[config.mk]
export PLATFORM = sky130hd
export DESIGN_NAME = mesh_boot_loader
export DESIGN_NICKNAME = d
export VERILOG_FILES = /design/src/rtl/mesh_boot_pkg.sv /design/src/rtl/mesh_boot_loader.sv
export SDC_FILE = /design/constraint.sdc
export NUM_CORES = 1
export LEC_CHECK = 0
export ABC_AREA = 1
export BUFFER_PORTS_ARGS = -buffer_cell sky130_fd_sc_hd__buf_2
export CAP_MARGIN = 20
export CORE_AREA = 10 10 98 100
export DETAILED_ROUTE_END_ITERATION = 8
export DIE_AREA = 0 0 108 110
export PLACE_DENSITY = 0.77
export SYNTH_ARGS = -nofsm -noshare
export SYNTH_HDL_FRONTEND = slang
export SYNTH_SLANG_ARGS = --single-unit
[constraint.sdc]
create_clock -name clk -period 2.2 [get_ports clk]
set_clock_uncertainty 0.15 [all_clocks]
set_input_delay 0.11 -clock clk [delete_from_list [all_inputs] [get_ports clk]]
set_output_delay 0.11 -clock clk [all_outputs]
set_load 0.01 [all_outputs]
[src/rtl/mesh_boot_pkg.sv]
// Shared constants and FSM encoding for the mesh boot loader.
package mesh_boot_pkg;

    localparam int MAX_TILES = 16;
    localparam int TILE_ID_W = $clog2(MAX_TILES);

    localparam logic [3:0] CMD_LOAD  = 4'hA;
    localparam logic [3:0] CMD_BCAST = 4'hC;
    localparam logic [3:0] CMD_DONE  = 4'hF;

    typedef enum logic [2:0] {
        ST_IDLE,
        ST_ADDR,
        ST_LEN,
        ST_DATA,
        ST_CSUM,
        ST_DONE
    } state_t;

endpackage

[src/rtl/mesh_boot_loader.sv]
// Parses CMD/ADDR/LEN/DATA/CSUM frames from a byte stream into per-tile SRAM
// write strobes, holding tiles in boot mode until a finish command arrives.
module mesh_boot_loader
    import mesh_boot_pkg::*;
#(
    parameter int NUM_TILES = 16
) (
    input  logic                 clk,
    input  logic                 rst,
    input  logic [7:0]           in_data,
    input  logic                 in_valid,
    output logic                 in_ready,
    output logic                 boot_mode,
    output logic [7:0]           boot_addr,
    output logic [7:0]           boot_data,
    output logic [NUM_TILES-1:0] boot_wen,
    output logic                 err_cmd,
    output logic                 err_csum
);

    state_t                 state, state_d;
    logic [7:0]             addr_cnt;
    logic [7:0]             len_cnt;
    logic [7:0]             csum;
    logic [NUM_TILES-1:0]   wmask;
    logic [NUM_TILES-1:0]   load_mask;
    logic [3:0]             cmd;
    logic                   hs;

    assign cmd      = in_data[7:4];
    assign in_ready = !rst && (state != ST_DONE);
    assign hs       = in_valid && in_ready;

    // Out-of-range tile IDs match no bit, which yields the all-zero mask.
    always_comb begin
        load_mask = '0;
        for (int i = 0; i < NUM_TILES; i++)
            load_mask[i] = (cmd == CMD_BCAST) ||
                           (in_data[TILE_ID_W-1:0] == TILE_ID_W'(i));
    end

    always_comb begin
        state_d = state;
        if (hs) begin
            case (state)
                ST_IDLE: begin
                    if (cmd == CMD_LOAD || cmd == CMD_BCAST) state_d = ST_ADDR;
                    else if (cmd == CMD_DONE)                state_d = ST_DONE;
                end
                ST_ADDR: state_d = ST_LEN;
                ST_LEN:  state_d = ST_DATA;
                ST_DATA: if (len_cnt == 8'd0) state_d = ST_CSUM;
                ST_CSUM: state_d = ST_IDLE;
                default: state_d = state;
            endcase
        end
    end

    always_ff @(posedge clk) begin
        if (rst) begin
            state     <= ST_IDLE;
            addr_cnt  <= 8'd0;
            len_cnt   <= 8'd0;
            csum      <= 8'd0;
            wmask     <= '0;
            boot_mode <= 1'b1;
            boot_addr <= 8'd0;
            boot_data <= 8'd0;
            boot_wen  <= '0;
            err_cmd   <= 1'b0;
            err_csum  <= 1'b0;
        end else begin
            state    <= state_d;
            boot_wen <= '0;
            if (hs) begin
                case (state)
                    ST_IDLE: begin
                        case (cmd)
                            CMD_LOAD, CMD_BCAST: begin
                                wmask <= load_mask;
                                csum  <= 8'd0;
                                if (load_mask == '0) err_cmd <= 1'b1;
                            end
                            CMD_DONE: boot_mode <= 1'b0;
                            default:  err_cmd   <= 1'b1;
                        endcase
                    end
                    ST_ADDR: addr_cnt <= in_data;
                    ST_LEN:  len_cnt  <= in_data;
                    ST_DATA: begin
                        boot_wen  <= wmask;
                        boot_addr <= addr_cnt;
                        boot_data <= in_data;
                        addr_cnt  <= addr_cnt + 8'd1;
                        len_cnt   <= len_cnt - 8'd1;
                        csum      <= csum + in_data;
                    end
                    ST_CSUM: if (csum != in_data) err_csum <= 1'b1;
                    default: ;
                endcase
            end
        end
    end

endmodule
==> impl_metrics.ini, run 1 <==
[run_status]
status = finished, final reports clean

[synth]
ys_types = 29
ys_ff_latch = 78
synthFlopType = dfxtp_1
synth.area.top_cells = dfxtp_1, o21ai_0, a21oi_1
syn-mean-instance-area_sq_um = 7.22
synth_edf_count = 0
async_reset_ff_share_pct = 0
ys_seq_area_share_pct = 43.3
syn_nets = 522
syn_area_sq_um = 3610
synth_top_area_cell = dfxtp_1
synth_top_area_share_pct = 43.3
syn_inst = 500
ys_warn_count = 0

[route]
drtPass1Iterations = 4
routed-via-count = 3387
drtIter0Drc = 199
routed_wirelength_microns = 8670
antenna_left = 0
vias_per_cell = 5.14
route.detailed.drc = 0
avgRoutedWirePerCell_microns = 13.2

[setup_path]
r2r_setup_slack_ns = 0.41
cp.required_ns = 2.29
cp_data_arrival_time_ns = 2.05
cp-start-kind = input pin
cp_max_fo = 5
timing.rr.start = state[2]$_SDFFE_PP0P_
reg2reg_depth = 8
reg2reg_to = state[1]$_SDFFE_PP0P_
path_class = in2reg
cp-end-kind = register

[grt]
gr-total-overflow = 0
grt_max_degree = 45
grt_util_all_layers_pct = 14.5
antenna_found_initial = 0
grt_first_pass_wirelength_microns = 14300
grt_pass1_vias = 3083

[timing]
rsz0062_at_grt = no
setup-violations-final = 0
final.setup.tns_ns = 0
slew-limit-headroom_pct = 69.4
final_hold_viol_count = 0
fin_crit_ns = 1.96
fmax_ghz = 0.510
drv_slew = 0
worst_slew_pin_slew_ns = 0.458
period_share_pct = 89.1
fin_ws_ns = 0.240

[min_path]
whs_endpoint = err_csum$_SDFFE_PP0P_
hold_class = in2reg
hp-start = in_valid
min_path_cells = 5

[clock_network]
post_cts_resized = 0
ctsLongestPathBuffers = 2
cts_tree = done
hold_buffers = 9
path_clk_slew_ns = 0.09
post_cts_buffers = 0
cts_sinks = 78
cts_buffers = 9
cts_root_buffer = clkbuf_8
clock_latency_ns = 0.35
htreeDepth = 3

[power]
netSwitchingPower_uw = 738
pwr-share-comb_pct = 8.7
p_seq_share_pct = 50.0
switching_share_pct = 25.4
clkPwrFrac_pct = 41.3
max-vdd-ir-drop_v = 0.000515
intPower_mw = 2.17
p_leak_nw = 1.95
cellPowerDensity_nw_per_um2 = 693

[layout]
final_cell_mix = dfxtp_1, nand2_1, o21ai_0
areaGrowthSynthToFinish_pct = 16.2
num-fill-cells = 713
insertedDiodeCount = 0
nets = 574
final_common_cell = dfxtp_1
drive_gt1_share_pct = 14.5

[floorplan]
die_h_microns = 110
start_util_pct = 47.2
die_w_microns = 108
dieArea_sq_um = 11900
core_area_sq_um = 7650
row_count = 32
ios = 47

[placement]
post-place-ws_ns = 0.420
port_buffers = 46
gp_congestion = 0.896
hpwl_microns = 6310

[run]
cap_violations = 0
[state kept, by name (all words and copies together), names as in the netlist, 3 cells and up]
register,cells
addr_cnt,8
boot_addr,8
boot_data,8
boot_wen,16
csum,8
len_cnt,8
state,3
wmask,16
[per-stage QoR]
step	hold WS, ns	power, mW	util [%]	std cells	cell area [sq um]
floorplan	0.0291	1.65	-	500	3610
finish	0.0172	2.91	54.9	659	4200
CTS	0.00954	2.92	54.9	659	4200
detailed placement	0.279	1.72	50.8	634	3880
global placement	0.278	1.72	50.8	634	3880
global route	0.0324	3.01	54.9	659	4200
[per-layer routing]
layer | track usage [%] | share of wire (%)
met4 | 3.05 | 1.4
met5 | 0 | 0
met3 | 5.34 | 7.6
met2 | 24.2 | 47
met1 | 17.7 | 44
[power by group through the flow]
stage          Combinational [mW]  Sequential [mW]  Clock, mW
3_5_place_dp                0.238             1.49          0
6_report                    0.254             1.45       1.20
5_1_grt                     0.289             1.46       1.27
2_1_floorplan               0.171             1.48          0
3_3_place_gp                0.232             1.48          0
4_1_cts                     0.252             1.45       1.21
[cell families after synthesis]
| family | share of synthesized area [%] |
|---|---|
| DFF | 43.3 |
| AOI/OAI and AO/OA | 19.3 |
| and+or+nand+nor | 21.8 |
| adders and majority gates | 4.02 |
| xor gates and xnor gates | 0.971 |
| buffers and inverters | 10.6 |
[how the worst max path moves through the flow]
stage	slack, ns	end	startpoint
2_1_floorplan	0.52	csum[4]$_SDFFE_PP0P_	csum[0]$_SDFFE_PP0P_
3_5_place_dp	0.42	csum[4]$_SDFFE_PP0P_	csum[0]$_SDFFE_PP0P_
4_1_cts	0.25	csum[4]$_SDFFE_PP0P_	in_data[0]
6_report	0.24	csum[4]$_SDFFE_PP0P_	in_data[0]
3_3_place_gp	0.45	state[0]$_SDFFE_PP0P_	state[0]$_SDFFE_PP0P_
5_1_grt	0.08	boot_data[5]$_SDFFE_PP0N_	rst
[cell usage after synthesis, types with 2 or more instances]
| cell type | number |
|---|---|
| ha_1 | 10 |
| o21ai_0 | 67 |
| a31oi_1 | 4 |
| o21ai_1 | 7 |
| nor2_2 | 2 |
| o21bai_1 | 2 |
| inv_1 | 64 |
| dfxtp_1 | 78 |
| buf_4 | 3 |
| a21oi_1 | 56 |
| nor3_1 | 2 |
| nor2_1 | 58 |
| nand4_1 | 6 |
| xor2_1 | 3 |
| or2_2 | 2 |
| clkbuf_1 | 7 |
| buf_2 | 4 |
| inv_2 | 8 |
| nand3_1 | 36 |
| nand2_1 | 69 |
| buf_6 | 4 |
[worst max-delay path: stages]
cell           delay [ns]
dlygate4sd3_1        0.54
buf_2                0.17
ha_1                 0.23
fa_1                 0.44
nand2_1              0.09
nand2_1              0.06
or2_2                0.27
nand3_1              0.07
a21oi_1              0.06
[area by class of cell]
cell class / instances / area, sq um / share of cell area, %
Tap cell: 102 / 128 / 3.04
Clock inverter: 6 / 93.8 / 2.24
Timing Repair Buffer: 59 / 350 / 8.35
Clock buffer: 10 / 128 / 3.04
Inverter: 72 / 270 / 6.44
Multi-Input combinational cell: 332 / 1660 / 39.7
Sequential cell: 78 / 1560 / 37.2
Note: power is estimated with default switching activity, not from simulation.
==> run 2, diff against run 1 <==
--- a/config.mk
+++ b/config.mk
@@ -12,6 +12,7 @@
 export DETAILED_ROUTE_END_ITERATION = 8
 export DIE_AREA = 0 0 108 110
 export PLACE_DENSITY = 0.77
+export RECOVER_POWER = 100
 export SYNTH_ARGS = -nofsm -noshare
 export SYNTH_HDL_FRONTEND = slang
 export SYNTH_SLANG_ARGS = --single-unit
==> impl_metrics.ini, run 2 (synthesized netlist as in run 1, its figures left out) <==
[run_status]
status = finished, final reports clean

[setup_path]
path_class = in2reg
cp-end-kind = register
cp_data_arrival_time_ns = 2.06
r2r_setup_slack_ns = 0.32
reg2reg_depth = 8
cp_max_fo = 40
cp.required_ns = 2.28
timing.rr.start = state[2]$_SDFFE_PP0P_
reg2reg_to = state[2]$_SDFFE_PP0P_
cp-start-kind = input pin

[timing]
rsz0062_at_grt = no
final_hold_viol_count = 0
drv_slew = 0
slew-limit-headroom_pct = 69.2
fin_crit_ns = 1.98
final.setup.tns_ns = 0
setup-violations-final = 0
period_share_pct = 90.0
worst_slew_pin_slew_ns = 0.461
fmax_ghz = 0.505

[route]
routed-via-count = 3376
drtPass1Iterations = 5
antenna_left = 0
routed_wirelength_microns = 8690
vias_per_cell = 5.12
drtIter0Drc = 191
route.detailed.drc = 0
avgRoutedWirePerCell_microns = 13.2

[clock_network]
cts_buffers = 9
hold_buffers = 9
clock_latency_ns = 0.35
path_clk_slew_ns = 0.08
htreeDepth = 3
cts_sinks = 78
cts_root_buffer = clkbuf_8
post_cts_resized = 0
cts_tree = done
ctsLongestPathBuffers = 2
post_cts_buffers = 0

[min_path]
min_path_cells = 5
hp-start = in_valid
whs_endpoint = err_csum$_SDFFE_PP0P_
hold_class = in2reg

[grt]
grt_first_pass_wirelength_microns = 14300
grt_max_degree = 45
antenna_found_initial = 0
grt_pass1_vias = 3083
gr-total-overflow = 0
grt_util_all_layers_pct = 14.5

[power]
netSwitchingPower_uw = 731
switching_share_pct = 25.2
intPower_mw = 2.17
clkPwrFrac_pct = 41.2
cellPowerDensity_nw_per_um2 = 698
p_seq_share_pct = 50.1
p_leak_nw = 1.80
pwr-share-comb_pct = 8.6
p_total_mw = 2.90
max-vdd-ir-drop_v = 0.000515

[placement]
port_buffers = 46
hpwl_microns = 6310
gp_congestion = 0.896

[floorplan]
die_w_microns = 108
row_count = 32
die_h_microns = 110
ios = 47
dieArea_sq_um = 11900
start_util_pct = 47.2
core_area_sq_um = 7650

[layout]
final_common_cell = dfxtp_1
top_regs = boot_wen (16), wmask (16)
final_cell_mix = dfxtp_1, o21ai_0, nand2_1
areaGrowthSynthToFinish_pct = 14.9
nets = 574
drive_gt1_share_pct = 7.54
insertedDiodeCount = 0

[run]
cap_violations = 0
[run 2: changes by cell type in the layout (fill, tap and decap cells not counted), sizes merged]
cell	change
buf	-36
clkbuf	+36
[run 2: per-stage QoR]
| stage | instance area [sq um] | instances | utilization, % | setup WS (ns) | hold slack (ns) |
|---|---|---|---|---|---|
| after floorplan | 3610 | 500 | - | 0.523 | 0.0291 |
| after global placement | 3880 | 634 | 50.8 | 0.446 | 0.278 |
| after detailed placement | 3880 | 634 | 50.8 | 0.420 | 0.279 |
| after CTS | 4200 | 659 | 54.9 | 0.250 | 0.00954 |
| after global routing | 4150 | 659 | 54.2 | 0.0570 | 0.0324 |
| final | 4150 | 659 | 54.2 | 0.220 | 0.0215 |
[run 2: how the worst max path moves through the flow]
stage	start	endpoint	slack [ns]	cells past startpoint
2_1_floorplan	csum[0]$_SDFFE_PP0P_	csum[4]$_SDFFE_PP0P_	0.52	7
3_3_place_gp	state[0]$_SDFFE_PP0P_	state[0]$_SDFFE_PP0P_	0.45	7
3_5_place_dp	csum[0]$_SDFFE_PP0P_	csum[4]$_SDFFE_PP0P_	0.42	7
4_1_cts	in_data[0]	csum[4]$_SDFFE_PP0P_	0.25	9
5_1_grt	rst	wmask[8]$_SDFFE_PP0P_	0.06	8
6_report	rst	wmask[4]$_SDFFE_PP0P_	0.22	8
[run 2: routing by layer]
layer / up-vias / part of all wire (%) / track usage (%)
met2: 101 / 47 / 24.2
li1: 1739 / - / -
met4: 0 / 1.3 / 3.05
met1: 1525 / 44 / 17.7
met3: 11 / 7.0 / 5.34
met5: - / 0 / 0
[run 2: critical path: stages]
cell           delay, ns
dlygate4sd3_1       0.52
buf_2               0.21
inv_2               0.20
nand3_1             0.17
nor2_1              0.24
nand2_4             0.26
o21ai_0             0.27
a21oi_1             0.06
[run 2: layout make-up]
type	instances	area, sq um
clock buffers	10	128
repair buffers	59	305
clock inverters	6	93.8
flip-flops and latches	78	1560
well taps	102	128
multi-input cells	332	1660
fillers	720	3500
inverters	72	270
[run 2: power by group through the flow]
| stage | sequential [mW] | clock [mW] | combinational (mW) |
|---|---|---|---|
| 2_1_floorplan | 1.48 | 0 | 0.171 |
| 5_1_grt | 1.46 | 1.27 | 0.285 |
| 6_report | 1.45 | 1.19 | 0.250 |
| 4_1_cts | 1.45 | 1.21 | 0.252 |
| 3_5_place_dp | 1.49 | 0 | 0.238 |
| 3_3_place_gp | 1.48 | 0 | 0.232 |
==> run 3, diff against run 2 <==
--- a/config.mk
+++ b/config.mk
@@ -9,6 +9,7 @@
 export BUFFER_PORTS_ARGS = -buffer_cell sky130_fd_sc_hd__buf_2
 export CAP_MARGIN = 20
 export CORE_AREA = 10 10 98 100
+export CTS_BUF_LIST = sky130_fd_sc_hd__clkbuf_8 sky130_fd_sc_hd__clkbuf_16
 export DETAILED_ROUTE_END_ITERATION = 8
 export DIE_AREA = 0 0 108 110
 export PLACE_DENSITY = 0.77
==> impl_metrics.ini, run 3 (synthesized netlist as in run 1, its figures left out) <==
[route]
route.detailed.drc = 0
antenna_left = 0
drtPass1Iterations = 5
routed-via-count = 3380
drtIter0Drc = 188
vias_per_cell = 5.13
routed_wirelength_microns = 8700
avgRoutedWirePerCell_microns = 13.2

[placement]
port_buffers = 46
gp_congestion = 0.896
hpwl_microns = 6310

[grt]
gr-total-overflow = 0
grt_pass1_vias = 3083
grt_first_pass_wirelength_microns = 14300
grt_max_degree = 45
grt_util_all_layers_pct = 14.5
use_met2_pct = 24.2
grt_util_met3_pct = 5.34
antenna_found_initial = 0
grt_most_used_layer = met2
grt_use_met1_pct = 17.7

[power]
p_leak_nw = 1.80
cellPowerDensity_nw_per_um2 = 697
max-vdd-ir-drop_v = 0.000515

[timing]
drv_slew = 0
fin_crit_ns = 1.98
slew-limit-headroom_pct = 69.2
fmax_ghz = 0.505
worst_slew_pin_slew_ns = 0.461
final.setup.tns_ns = 0
period_share_pct = 90.0
hold-worst-slack_ns = 0.0216
rsz0062_at_grt = no
final_hold_viol_count = 0
setup-violations-final = 0

[clock_network]
clock_latency_ns = 0.35
post_cts_buffers = 0
cts_tree = done
ctsLongestPathBuffers = 2
cts_sinks = 78
cts_buffers = 9
htreeDepth = 3
cts_root_buffer = clkbuf_8
path_clk_slew_ns = 0.08

[layout]
nets = 574
insertedDiodeCount = 0
top_regs = boot_wen (16), wmask (16)
drive_gt1_share_pct = 7.54
areaGrowthSynthToFinish_pct = 14.9
final_cell_mix = dfxtp_1, o21ai_0, nand2_1
final_common_cell = dfxtp_1
final_util_pct = 54.2

[floorplan]
row_count = 32
core_area_sq_um = 7650
dieArea_sq_um = 11900
die_h_microns = 110
die_w_microns = 108
start_util_pct = 47.2
ios = 47

[run]
cap_violations = 0

[setup_path]
cp_max_fo = 40
critical-path-slowest-cell = dlygate4sd3_1
path_cells = dlygate4sd3_1 -> buf_2 -> inv_2 -> nand3_1 -> nor2_1 -> nand2_4 -> o21ai_0 -> a21oi_1
cp_data_arrival_time_ns = 2.06
slowest_delay_ns = 0.52
cp-start-kind = input pin
cp.required_ns = 2.28
path_class = in2reg
cp-end-kind = register

[run_status]
status = finished, final reports clean

[min_path]
hold_class = in2reg
-- run 3: where the power goes --
| group | internal (mW) | switching [mW] | total [mW] |
|---|---|---|---|
| clock network | 0.643 | 0.548 | 1.19 |
| logic | 0.0847 | 0.166 | 0.251 |
| registers | 1.43 | 0.0178 | 1.45 |
| total | 2.16 | 0.731 | 2.89 |
-- run 3: metal layers --
layer / up-vias / routed length, microns
li1: 1739 / -
met1: 1529 / 3850
met2: 101 / 4130
met3: 11 / 608
met4: 0 / 112
met5: - / 0
-- run 3: cell type report --
type	count	area, sq um
Inverter	72	270
Fill cell	720	3500
Clock inverter	7	97.6
Sequential cell	78	1560
Timing Repair Buffer	59	305
Multi-Input combinational cell	332	1660
Clock buffer	9	124
Tap cell	102	128
-- run 3: per-stage QoR --
stage	setup WS [ns]	total power [mW]	area (sq um)	instances
global placement	0.446	1.72	3880	634
finish	0.221	2.89	4150	659
floorplan	0.523	1.65	3610	500
CTS	0.250	2.91	4200	659
global route	0.0570	3.00	4150	659
detailed placement	0.420	1.72	3880	634
-- run 3: critical path, delay by kind of cell --
family | cells | cell delay, ns
buffers and inverters | 3 | 0.93
AOI/OAI and AO/OA | 2 | 0.33
and+or+nand+nor | 3 | 0.67
-- run 3: path summary, 6_finish.rpt --
path / start / end / slack (ns) / cells after the start
worst max-delay path: rst / wmask[4]$_SDFFE_PP0P_ / 0.22 / 8
worst min-delay path: in_valid / err_csum$_SDFFE_PP0P_ / 0.02 / 5
worst max register to register: state[2]$_SDFFE_PP0P_ / state[2]$_SDFFE_PP0P_ / 0.32 / 8
worst min register to register: wmask[4]$_SDFFE_PP0P_ / boot_wen[4]$_SDFF_PP0_ / 0.29 / 2
-- run 3: timing repair --
action / CTS / global route
hold buffers: 9 / 0
resized for setup: 0 / 0
hold endpoints to repair: 21 / 0
